[config.mk]
export PLATFORM = sky130hd
export DESIGN_NAME = butterfly_dif_pipe
export DESIGN_NICKNAME = d
export VERILOG_FILES = /design/src/rtl/butterfly_dif_pipe.sv
export SDC_FILE = /design/constraint.sdc
export NUM_CORES = 2
export LEC_CHECK = 0
export CAP_MARGIN = 0
export CORE_ASPECT_RATIO = 1.5
export CORE_UTILIZATION = 31
export DETAILED_ROUTE_END_ITERATION = 6
export SLEW_MARGIN = 30
export SYNTH_ARGS = -nofsm -noshare
export SYNTH_HDL_FRONTEND = slang
export SYNTH_SLANG_ARGS = --single-unit
[constraint.sdc]
create_clock -name clk_i -period 11.6 [get_ports clk_i]
set_input_delay 2.32 -clock clk_i [delete_from_list [all_inputs] [get_ports clk_i]]
set_output_delay 2.32 -clock clk_i [all_outputs]
set_load 0.03 [all_outputs]
[src/rtl/butterfly_dif_pipe.sv]
// Pipelined radix-2 DIF (Gentleman-Sande) butterfly: a_o = a+b, b_o = (a-b)*tw.
// Three register stages that all advance together under one global stall.
module butterfly_dif_pipe #(
    parameter int unsigned DATA_WIDTH = 16,
    parameter int unsigned FRAC_BITS  = 15
) (
    input  logic                  clk_i,
    input  logic                  rst_i,
    input  logic                  in_valid_i,
    output logic                  in_ready_o,
    input  logic [DATA_WIDTH-1:0] a_re_i,
    input  logic [DATA_WIDTH-1:0] a_im_i,
    input  logic [DATA_WIDTH-1:0] b_re_i,
    input  logic [DATA_WIDTH-1:0] b_im_i,
    input  logic [FRAC_BITS:0]    tw_re_i,
    input  logic [FRAC_BITS:0]    tw_im_i,
    input  logic                  inv_i,
    input  logic                  scale_i,
    output logic                  out_valid_o,
    input  logic                  out_ready_i,
    output logic [DATA_WIDTH:0]   a_re_o,
    output logic [DATA_WIDTH:0]   a_im_o,
    output logic [DATA_WIDTH:0]   b_re_o,
    output logic [DATA_WIDTH:0]   b_im_o,
    output logic                  ovf_o
);

    localparam int unsigned AW = DATA_WIDTH + 1;  // sum/diff/output width
    localparam int unsigned EW = AW + 1;          // a_o rounding headroom
    localparam int unsigned TW = FRAC_BITS + 2;   // twiddle width after optional negation
    localparam int unsigned PW = AW + TW;         // full product width
    localparam int unsigned RW = PW + 2;          // combine + rounding headroom

    localparam logic signed [RW-1:0] RND_HALF = RW'(1) <<< (FRAC_BITS - 1);
    localparam logic signed [RW-1:0] SAT_MAX  = RW'((1 << (AW - 1)) - 1);
    localparam logic signed [RW-1:0] SAT_MIN  = -SAT_MAX - RW'(1);

    logic adv;

    // Stage 1 registers
    logic                 s1_valid_q, s1_valid_d;
    logic signed [AW-1:0] s1_sum_re_q, s1_sum_re_d;
    logic signed [AW-1:0] s1_sum_im_q, s1_sum_im_d;
    logic signed [AW-1:0] s1_diff_re_q, s1_diff_re_d;
    logic signed [AW-1:0] s1_diff_im_q, s1_diff_im_d;
    logic signed [TW-1:0] s1_tw_re_q, s1_tw_re_d;
    logic signed [TW-1:0] s1_tw_im_q, s1_tw_im_d;
    logic                 s1_scale_q, s1_scale_d;

    // Stage 2 registers
    logic                 s2_valid_q, s2_valid_d;
    logic signed [AW-1:0] s2_sum_re_q, s2_sum_re_d;
    logic signed [AW-1:0] s2_sum_im_q, s2_sum_im_d;
    logic signed [PW-1:0] s2_rr_q, s2_rr_d;
    logic signed [PW-1:0] s2_ii_q, s2_ii_d;
    logic signed [PW-1:0] s2_ri_q, s2_ri_d;
    logic signed [PW-1:0] s2_ir_q, s2_ir_d;
    logic                 s2_scale_q, s2_scale_d;

    // Stage 3 (output) registers
    logic                 s3_valid_q, s3_valid_d;
    logic signed [AW-1:0] s3_a_re_q, s3_a_re_d;
    logic signed [AW-1:0] s3_a_im_q, s3_a_im_d;
    logic signed [AW-1:0] s3_b_re_q, s3_b_re_d;
    logic signed [AW-1:0] s3_b_im_q, s3_b_im_d;
    logic                 s3_ovf_q, s3_ovf_d;

    // Stage 1 combinational
    logic signed [TW-1:0] tw_im_ext;

    // Stage 3 combinational
    logic signed [RW-1:0] re_full, im_full;
    logic signed [RW-1:0] re_biased, im_biased;
    logic signed [RW-1:0] re_rnd, im_rnd;
    logic signed [RW-1:0] bias;
    logic signed [AW-1:0] re_sat, im_sat;
    logic                 re_ovf, im_ovf;
    logic signed [EW-1:0] a_re_ext, a_im_ext;
    logic signed [AW-1:0] a_re_half, a_im_half;

    assign adv        = !s3_valid_q || out_ready_i;
    assign in_ready_o = adv;

    always_comb begin
        s1_valid_d   = s1_valid_q;
        s1_sum_re_d  = s1_sum_re_q;
        s1_sum_im_d  = s1_sum_im_q;
        s1_diff_re_d = s1_diff_re_q;
        s1_diff_im_d = s1_diff_im_q;
        s1_tw_re_d   = s1_tw_re_q;
        s1_tw_im_d   = s1_tw_im_q;
        s1_scale_d   = s1_scale_q;
        // Extra bit so conjugating -1.0 yields an exact +1.0
        tw_im_ext    = TW'($signed(tw_im_i));
        if (adv) begin
            s1_valid_d = in_valid_i;
            if (in_valid_i) begin
                s1_sum_re_d  = AW'($signed(a_re_i)) + AW'($signed(b_re_i));
                s1_sum_im_d  = AW'($signed(a_im_i)) + AW'($signed(b_im_i));
                s1_diff_re_d = AW'($signed(a_re_i)) - AW'($signed(b_re_i));
                s1_diff_im_d = AW'($signed(a_im_i)) - AW'($signed(b_im_i));
                s1_tw_re_d   = TW'($signed(tw_re_i));
                s1_tw_im_d   = inv_i ? -tw_im_ext : tw_im_ext;
                s1_scale_d   = scale_i;
            end
        end
    end

    always_comb begin
        s2_valid_d  = s2_valid_q;
        s2_sum_re_d = s2_sum_re_q;
        s2_sum_im_d = s2_sum_im_q;
        s2_rr_d     = s2_rr_q;
        s2_ii_d     = s2_ii_q;
        s2_ri_d     = s2_ri_q;
        s2_ir_d     = s2_ir_q;
        s2_scale_d  = s2_scale_q;
        if (adv) begin
            s2_valid_d = s1_valid_q;
            if (s1_valid_q) begin
                s2_sum_re_d = s1_sum_re_q;
                s2_sum_im_d = s1_sum_im_q;
                s2_rr_d     = PW'(s1_diff_re_q) * PW'(s1_tw_re_q);
                s2_ii_d     = PW'(s1_diff_im_q) * PW'(s1_tw_im_q);
                s2_ri_d     = PW'(s1_diff_re_q) * PW'(s1_tw_im_q);
                s2_ir_d     = PW'(s1_diff_im_q) * PW'(s1_tw_re_q);
                s2_scale_d  = s1_scale_q;
            end
        end
    end

    always_comb begin
        re_full   = RW'(s2_rr_q) - RW'(s2_ii_q);
        im_full   = RW'(s2_ri_q) + RW'(s2_ir_q);
        bias      = s2_scale_q ? (RND_HALF <<< 1) : RND_HALF;
        re_biased = re_full + bias;
        im_biased = im_full + bias;
        re_rnd    = s2_scale_q ? (re_biased >>> (FRAC_BITS + 1)) : (re_biased >>> FRAC_BITS);
        im_rnd    = s2_scale_q ? (im_biased >>> (FRAC_BITS + 1)) : (im_biased >>> FRAC_BITS);

        re_ovf = 1'b0;
        re_sat = AW'(re_rnd);
        if (re_rnd > SAT_MAX) begin
            re_ovf = 1'b1;
            re_sat = AW'(SAT_MAX);
        end else if (re_rnd < SAT_MIN) begin
            re_ovf = 1'b1;
            re_sat = AW'(SAT_MIN);
        end

        im_ovf = 1'b0;
        im_sat = AW'(im_rnd);
        if (im_rnd > SAT_MAX) begin
            im_ovf = 1'b1;
            im_sat = AW'(SAT_MAX);
        end else if (im_rnd < SAT_MIN) begin
            im_ovf = 1'b1;
            im_sat = AW'(SAT_MIN);
        end

        // Sum path has one spare bit, so halving can never overflow
        a_re_ext  = EW'(s2_sum_re_q) + EW'(1);
        a_im_ext  = EW'(s2_sum_im_q) + EW'(1);
        a_re_half = AW'(a_re_ext >>> 1);
        a_im_half = AW'(a_im_ext >>> 1);
    end

    always_comb begin
        s3_valid_d = s3_valid_q;
        s3_a_re_d  = s3_a_re_q;
        s3_a_im_d  = s3_a_im_q;
        s3_b_re_d  = s3_b_re_q;
        s3_b_im_d  = s3_b_im_q;
        s3_ovf_d   = s3_ovf_q;
        if (adv) begin
            s3_valid_d = s2_valid_q;
            if (s2_valid_q) begin
                s3_a_re_d = s2_scale_q ? a_re_half : s2_sum_re_q;
                s3_a_im_d = s2_scale_q ? a_im_half : s2_sum_im_q;
                s3_b_re_d = re_sat;
                s3_b_im_d = im_sat;
                s3_ovf_d  = re_ovf || im_ovf;
            end
        end
    end

    always_ff @(posedge clk_i or posedge rst_i) begin
        if (rst_i) begin
            s1_valid_q   <= 1'b0;
            s1_sum_re_q  <= '0;
            s1_sum_im_q  <= '0;
            s1_diff_re_q <= '0;
            s1_diff_im_q <= '0;
            s1_tw_re_q   <= '0;
            s1_tw_im_q   <= '0;
            s1_scale_q   <= 1'b0;
            s2_valid_q   <= 1'b0;
            s2_sum_re_q  <= '0;
            s2_sum_im_q  <= '0;
            s2_rr_q      <= '0;
            s2_ii_q      <= '0;
            s2_ri_q      <= '0;
            s2_ir_q      <= '0;
            s2_scale_q   <= 1'b0;
            s3_valid_q   <= 1'b0;
            s3_a_re_q    <= '0;
            s3_a_im_q    <= '0;
            s3_b_re_q    <= '0;
            s3_b_im_q    <= '0;
            s3_ovf_q     <= 1'b0;
        end else begin
            s1_valid_q   <= s1_valid_d;
            s1_sum_re_q  <= s1_sum_re_d;
            s1_sum_im_q  <= s1_sum_im_d;
            s1_diff_re_q <= s1_diff_re_d;
            s1_diff_im_q <= s1_diff_im_d;
            s1_tw_re_q   <= s1_tw_re_d;
            s1_tw_im_q   <= s1_tw_im_d;
            s1_scale_q   <= s1_scale_d;
            s2_valid_q   <= s2_valid_d;
            s2_sum_re_q  <= s2_sum_re_d;
            s2_sum_im_q  <= s2_sum_im_d;
            s2_rr_q      <= s2_rr_d;
            s2_ii_q      <= s2_ii_d;
            s2_ri_q      <= s2_ri_d;
            s2_ir_q      <= s2_ir_d;
            s2_scale_q   <= s2_scale_d;
            s3_valid_q   <= s3_valid_d;
            s3_a_re_q    <= s3_a_re_d;
            s3_a_im_q    <= s3_a_im_d;
            s3_b_re_q    <= s3_b_re_d;
            s3_b_im_q    <= s3_b_im_d;
            s3_ovf_q     <= s3_ovf_d;
        end
    end

    assign out_valid_o = s3_valid_q;
    assign a_re_o      = s3_a_re_q;
    assign a_im_o      = s3_a_im_q;
    assign b_re_o      = s3_b_re_q;
    assign b_im_o      = s3_b_im_q;
    assign ovf_o       = s3_ovf_q;

endmodule

==> impl.org <==
** Run status
- Result of the run :: finished with violations
- Violations in the final reports :: design-rule violations

** Timing
- Crit share post-route :: between 60% and 70%
- At the pin with the least slew margin, the transition time is between 1 and 1.5 ns.
- Number of setup violations in the final report :: 0
- Final count of hold timing violations :: 0
- Unrepaired setup endpoints after global routing :: false
- The worst pin sits at a relative slew slack of between 30% and 40%.
- Setup total negative slack on the finished layout was measured at 0 ns.
- For this run, the top clock speed supported by timing is roughly 130 MHz.
- Time the final worst path needs with I/O delays and setup :: between 7 and 8 ns
- The final max-slew violation count came to 0.
- Final worst clock skew :: between 0.03 and 0.04 ns

** Yosys
- Sequential cells were found to cover a little over an eighth of the synthesized design area.
- Net count after synthesis :: 8551
- Mean Syn Cell Area :: 9.18 µm²
- The number of different library cells used by synthesis comes to between 80 and 90.
- Library cell with the largest summed area after synthesis :: sky130_fd_sc_hd__fa_1
- The cell count after synthesis came out at 6764.
- The top cell type by area accounts for between 30% and 40% of the synthesized area.
- The most used flip-flop cell after synthesis is sky130_fd_sc_hd__dfrtp_1.
- Number of flops mapped to enable cells by yosys :: 0
- Yosys warning total :: 0
- Area contributors post-synth :: sky130_fd_sc_hd__fa_1, sky130_fd_sc_hd__dfrtp_1, sky130_fd_sc_hd__ha_1, sky130_fd_sc_hd__inv_1, sky130_fd_sc_hd__and2_1
- Share of synthesized registers carrying an async set or reset :: 100%
- Synthesis inferred roughly 340 register bits.
- Syn Std Cell Area :: ~62000 µm²

** Layout
- The post-route netlist has around 4.1% of its cells at a drive strength greater than 1.
- Area growth syn-to-layout :: 9.50%
- Layout net count :: around 8500

** GRT
- Total track usage :: a little under a fifth
- GRT overflow :: 0
- Wire length of the first global-routing pass :: roughly 280 mm
- Via count of the first global-routing pass :: approximately 50000
- The initial antenna violation count came to 16.
- Maximum number of pins on one net before global-route repair :: 140

** Clock tree
- Worst-Skew Late Latency :: ~0.63 ns
- Setup fix buffers added after clock tree synthesis :: 0
- Post-cts sizing count :: 0
- The clock drives ~340 sinks.
- Clock tree synthesis inserted a total of 40 buffers.
- The clock passes through at most 3 buffers.
- Hold repair after CTS inserted 0 buffers.
- In this run the number of H-tree levels came out at 2.
- CTS tree :: built
- Clock transition time at the flip-flop clock pins of the worst setup and hold paths :: roughly 0.07 ns
- Buffer cell driving the clock tree root :: sky130_fd_sc_hd__clkbuf_16

** Floorplanning
- Once the floorplan was initialized, standard cells occupied between 30% and 40% of the core.
- Core ar. :: 198000 µm²
- Die Outline Area :: about 200000 µm²
- Pin placement for this block handled approximately 170 I/O pins.
- The floorplan step set the die width to 367 µm.
- Placement row count :: 200
- Height of the die :: 550 µm

** Worst setup path
- Critical Path RT :: between 10 and 15 ns
- Crit path max-delay family :: adder cells
- Max stage delay cell, worst path :: sky130_fd_sc_hd__dfrtp_1
- In this run the worst path has a maximum fanout of 15.
- The worst setup path is launched from a flop.
- Traced cell by cell, the critical path runs through clkinv_1, buf_4, nor2_1, fa_1, fa_1, fa_1, fa_1, fa_1, inv_1, fa_1, inv_1, ha_1, a21o_1, a21oi_1, nor2b_1, nand2_1, o31ai_1, o21ai_1, o21ba_2, nor3_1, o21ai_1, a31oi_1, xor2_1, o21ai_1.
- Crit path largest cell delay :: approximately 0.76 ns
- Cell with the most instances on the worst path :: sky130_fd_sc_hd__fa_1
- FF-to-FF setup slack :: approximately 3.8 ns
- Crit path kind :: reg -> reg
- The worst setup path is captured at a flop.
- The number of buffers and inverters on the critical path is 4.
- Crit path arrival time :: roughly 8.3 ns

** Flow run
- Max Cap Viol :: 0

** Place
- The congestion estimate from routability-driven global placement came to ~0.94.
- Buffers placed on the I/O ports in this run total approximately 170.
- The wire-length estimate of the detail-placed layout is 142 mm.

** Route
- First-pass detailed-route iteration total :: 7
- In the routed design, unresolved DRC markers number 1.
- In this run, the number of DRC markers left after iteration 0 of detailed routing was between 2000 and 2500.
- The final route contains around 46000 vias.
- In the routed layout, each cell is associated on average with a via count of just under 5.
- Total wirelength of the detailed-routed design :: 180 mm
- After detailed routing, the average wire length per cell comes to 19.1 µm.
- Remaining number of nets flagged by the antenna check after routing :: 0

** Hold path
- Worst hold path type :: reg -> reg
-- logic make-up (layout without fill, tap and decap cells) --
kind of cell	Yosys count	count (layout)	share of synthesized area, %
AO/OA/AOI/OAI	870	870	8.71
XOR/XNOR	233	233	3.30
adder cells (fa/ha/maj)	1685	1685	47.9
buffers and inverters	1658	1677	10.1
flip-flops	341	341	13.7
multiplexers	89	89	1.60
other	0	4	0
AND/OR/NAND/NOR	1888	1888	14.7
-- metrics by stage --
step	instances	util [%]	worst slack [ns]	hold WS [ns]	instance area (µm²)
after detailed placement	9336	33.6	3.84	0.466	66600
after global routing	9410	34.3	3.45	0.491	68000
after global placement	9336	33.6	3.96	0.454	66600
after CTS	9409	34.3	3.82	0.480	68000
after floorplan	6764	-	4.72	0.441	62100
final	9413	34.3	3.77	0.475	68000
-- worst register-to-register path: cells and delay by family (launching register included) --
family / cells / cell delay [ns]
flops: 1 / 0.76
compound gates: 8 / 1.69
xor+xnor: 1 / 0.18
fa+ha+maj: 7 / 3.20
simple gates: 4 / 0.74
buf+inv: 4 / 1.12
-- state kept, by name (all words and copies together) (netlist names) --
name	flops
s1_sum_im_q	17
s1_diff_im_q	16
s2_rr_q	33
s1_diff_re_q	16
b_im_o	17
s2_ri_q	34
s1_scale_q	1
s2_valid_q	1
a_re_o	17
s1_valid_q	1
s2_sum_re_q	17
s2_scale_q	1
a_im_o	17
b_re_o	17
s2_sum_im_q	17
s2_ir_q	33
ovf_o	1
s1_tw_re_q	16
s1_sum_re_q	17
out_valid_o	1
s2_ii_q	34
s1_tw_im_q	17
-- synth_stat cells (41+ instances only) --
library cell               count
sky130_fd_sc_hd__nand2b_1     56
sky130_fd_sc_hd__fa_1       1152
sky130_fd_sc_hd__dfrtp_1     341
sky130_fd_sc_hd__clkbuf_1    288
sky130_fd_sc_hd__a21o_1       75
sky130_fd_sc_hd__o21ai_0     296
sky130_fd_sc_hd__xnor2_1     149
sky130_fd_sc_hd__nor3_1       41
sky130_fd_sc_hd__xor2_1       83
sky130_fd_sc_hd__and2_1      562
sky130_fd_sc_hd__mux2_2       81
sky130_fd_sc_hd__nor2_1      206
sky130_fd_sc_hd__nand3_1      48
sky130_fd_sc_hd__inv_1      1344
sky130_fd_sc_hd__a21oi_1     216
sky130_fd_sc_hd__nand2_1     849
sky130_fd_sc_hd__ha_1        533
-- cell usage in the layout, fill, tap and decap left out, types with 48 or more instances in the layout --
cell,synthesis,routed
sky130_fd_sc_hd__inv_1,1344,1343
sky130_fd_sc_hd__fa_1,1152,1152
sky130_fd_sc_hd__nand2_1,849,846
sky130_fd_sc_hd__and2_1,562,562
sky130_fd_sc_hd__ha_1,533,533
sky130_fd_sc_hd__dfrtp_1,341,334
sky130_fd_sc_hd__o21ai_0,296,296
sky130_fd_sc_hd__a21oi_1,216,216
sky130_fd_sc_hd__nor2_1,206,206
sky130_fd_sc_hd__clkdlybuf4s50_1,0,172
sky130_fd_sc_hd__xnor2_1,149,149
sky130_fd_sc_hd__xor2_1,83,83
sky130_fd_sc_hd__buf_4,4,82
sky130_fd_sc_hd__mux2_2,81,81
sky130_fd_sc_hd__a21o_1,75,75
sky130_fd_sc_hd__nand2b_1,56,56
sky130_fd_sc_hd__nand3_1,48,48
-- path summary, 6_finish.rpt --
path                       cells after the start     endpoint           start
max                                           24  s2_ri_q[32]  s1_tw_im_q[16]
min                                            2    a_im_o[9]       a_im_o[9]
max reg2reg                                   24  s2_ri_q[32]  s1_tw_im_q[16]
min reg2reg                                    2    a_im_o[9]       a_im_o[9]
max in group asynchronous                      4   a_re_o[13]           rst_i
min in group asynchronous                      2  s2_ir_q[13]           rst_i
-- final cells by class --
type | instances | area [µm²]
Fill cell | 20255 | 130000
Multi-Input combinational cell | 4765 | 47400
Sequential cell | 341 | 8540
Inverter | 1347 | 5060
Tap cell | 2626 | 3290
Timing Repair Buffer | 257 | 2390
Clock buffer | 48 | 1070
Clock inverter | 25 | 303
Antenna cell | 4 | 10.0
-- metal layers --
metal	vias up	GRT usage (%)	share of wire, %
met1	23151	19.9	37
met3	420	2.39	4.8
met2	1212	32.6	50
met5	-	0	0.053
met4	14	13.3	8.6
li1	20717	-	-
Power is left out: the tool's default activity adds up to more than one toggle a clock period on the data nets, which glitch-free logic cannot reach.
==> RTL change (same settings) <==
`s1_sum_re_q`, `s1_sum_im_q`, `s2_sum_re_q` and `s2_sum_im_q` no longer have a reset.
--- a/src/rtl/butterfly_dif_pipe.sv
+++ b/src/rtl/butterfly_dif_pipe.sv
@@ -189,4 +189,2 @@
             s1_valid_q   <= 1'b0;
-            s1_sum_re_q  <= '0;
-            s1_sum_im_q  <= '0;
             s1_diff_re_q <= '0;
@@ -197,4 +195,2 @@
             s2_valid_q   <= 1'b0;
-            s2_sum_re_q  <= '0;
-            s2_sum_im_q  <= '0;
             s2_rr_q      <= '0;
@@ -212,4 +208,2 @@
             s1_valid_q   <= s1_valid_d;
-            s1_sum_re_q  <= s1_sum_re_d;
-            s1_sum_im_q  <= s1_sum_im_d;
             s1_diff_re_q <= s1_diff_re_d;
@@ -220,4 +214,2 @@
             s2_valid_q   <= s2_valid_d;
-            s2_sum_re_q  <= s2_sum_re_d;
-            s2_sum_im_q  <= s2_sum_im_d;
             s2_rr_q      <= s2_rr_d;
@@ -236,2 +228,9 @@
 
+    always_ff @(posedge clk_i) begin
+        s1_sum_re_q <= s1_sum_re_d;
+        s1_sum_im_q <= s1_sum_im_d;
+        s2_sum_re_q <= s2_sum_re_d;
+        s2_sum_im_q <= s2_sum_im_d;
+    end
+
     assign out_valid_o = s3_valid_q;
Check against the original RTL: not settled (the Yosys comparison gave no result); the edit may change what the design does.
==> RTL change against the unedited design <==
Sequential cell count rose by 2. First-iteration DRC count fell by 12%. Clock skew up 0.0043 ns. Design area shrank 0.18%. Setup slack improved by 0.081 ns. Routed wire length rose by 1.4%. Synthesized area down 0.48%. Critical path depth decreased by 2. Critical path type unchanged. Largest cell class unchanged.
Power is left out: the tool's default activity adds up to more than one toggle a clock period on the data nets, which glitch-free logic cannot reach.
==> RTL change: results (changes against the unedited design) <==
synth:
  syn-num-nets: 8527  # was 8,551
  async_reset_ff_share_pct: 80.17  # was 100.0%
  share_of_the_yosys_chip_area_belonging_to_registers_pct: 14.44  # was 13.74%
  synth.area.mux_share_pct: 0.3704  # was 1.599%
  synth_enable_flop_cells: 68  # was 0
  postSynthCellCount: 6740  # was 6,764
  post_synthesis_compound_gate_area_fraction_pct: 8.639  # was 8.714%
  post_synth_fa_ha_maj_area_fraction_pct: 48.10  # was 47.87%
  yosys-top-cells-area: "fa_1 37%, dfrtp_1 11%, ha_1 11%"  # was fa_1 37%, dfrtp_1 14%, ha_1 11%
  ys_top_cells_by_count: "1,357 x inv_1, 1,152 x fa_1, 912 x nand2_1"  # was 1,344 x inv_1, 1,152 x fa_1, 849 x nand2_1
  post_synth_xor_area_fraction_pct: 3.230  # was 3.298%
timing:
  slew_headroom_pct: 33.98  # was 32.18%
  final.period_utilization_pct: 66.77  # was 67.47%
  count_of_final_max_slew_check_failures: 0  # unchanged
  worst_clock_skew_ns: 0.03444  # was 0.03019 ns
global_routing:
  grt_first_pass_wirelength_um: 284200  # was 285,000 µm
  track_usage_pct: 18.30  # was 18.27%
  grt_use_met3_pct: 2.869  # was 2.388%
  grt_start_max_net_pins: 136  # was 140
  initial_antenna_violation_count: 24  # was 16
  globalRouteMet2Util_pct: 33.20  # was 32.58%
  first_global_vias: 50000  # was 49.85k
  grt.met1_usage_pct: 19.21  # was 19.86%
layout:
  multi_input_logic_area_um2: 46700  # was 47,350 µm²
  post_layout_nonfiller_instances: 9425  # was 9,413
  total_number_of_sequential_cells: 343  # was 341
  fill_cells: 20199  # was 20.26k
  layout.cell_area.non_filler_um2: 67890  # was 68,010 µm²
  layout.buffer.nonclock.area_share_pct: 3.445  # was 3.512%
  number_of_multi_input_combinational_cells: 4744  # was 4,765
  insertedDiodeCount: 18  # was 4
  non_clock_inverter_count: 1362  # was 1,347
  number_of_non_clock_buffers: 252  # was 257
setup_path:
  crit_arrival_ns: 8.21  # was 8.30 ns
  crit_path_max_fanout: 16  # was 15
  critPathMaxStageDelay_ns: 0.73  # was 0.76 ns
routing:
  drt_pass_1_iters: 6  # was 7
  met3RoutedLength_um: 9768  # was 8618 µm
  vias: 45827  # was 45.51k
  drt_iter0_markers: 2167  # was 2,456
  wl_met2_um: 93500  # was 89,900 µm
  met1Wirelength_um: 64420  # was 66,110 µm
  route.detailed.drc: 0  # was 1
  wl_um: 182600  # was 180,200 µm
cts:
  number_of_buffers_added_by_the_clock_tree_synthesis_step: 43  # was 40
  clock_insertion_delay_at_the_later_pin_of_the_skew_report_ns: 0.65  # was 0.63 ns
placed_design:
  postPlaceCellArea_um2: 66380  # was 66,630 µm²
  hpwlAfterDp_um: 145800  # was 141,900 µm
  placedCellCount: 9327  # was 9,336
  placement.setup.worst_slack_ns: 3.882  # was 3.844 ns
status:
  status: "finished, final reports clean"  # was finished with violations
## RTL change: changes by cell type after synthesis, sizes merged, moves of 11 or more
cell    change
a21oi      +18
a22o       -15
and3       +14
clkbuf     -14
dfrtp      -66
edfxtp     +68
inv        +13
mux2       -75
nand2      +62
nor2       -20
nor2b      -11
## RTL change: worst paths after layout
check	start	end	cells after the start
setup / recovery	s1_tw_re_q[15]	s2_rr_q[31]	22
hold / removal	s1_sum_im_q[5]	s2_sum_im_q[5]	0
setup reg to reg	s1_tw_re_q[15]	s2_rr_q[31]	22
hold reg to reg	s1_sum_im_q[5]	s2_sum_im_q[5]	0
max in group asynchronous	rst_i	s1_diff_re_q[15]	4
min in group asynchronous	rst_i	s2_ir_q[19]	2
## RTL change: cell families after synthesis
kind of cell             count (synthesis)
flip-flops                             343
buffers and inverters                 1653
adder cells (fa/ha/maj)               1685
AO/OA/AOI/OAI                          862
AND/OR/NAND/NOR                       1947
multiplexers                            22
XOR/XNOR                               228
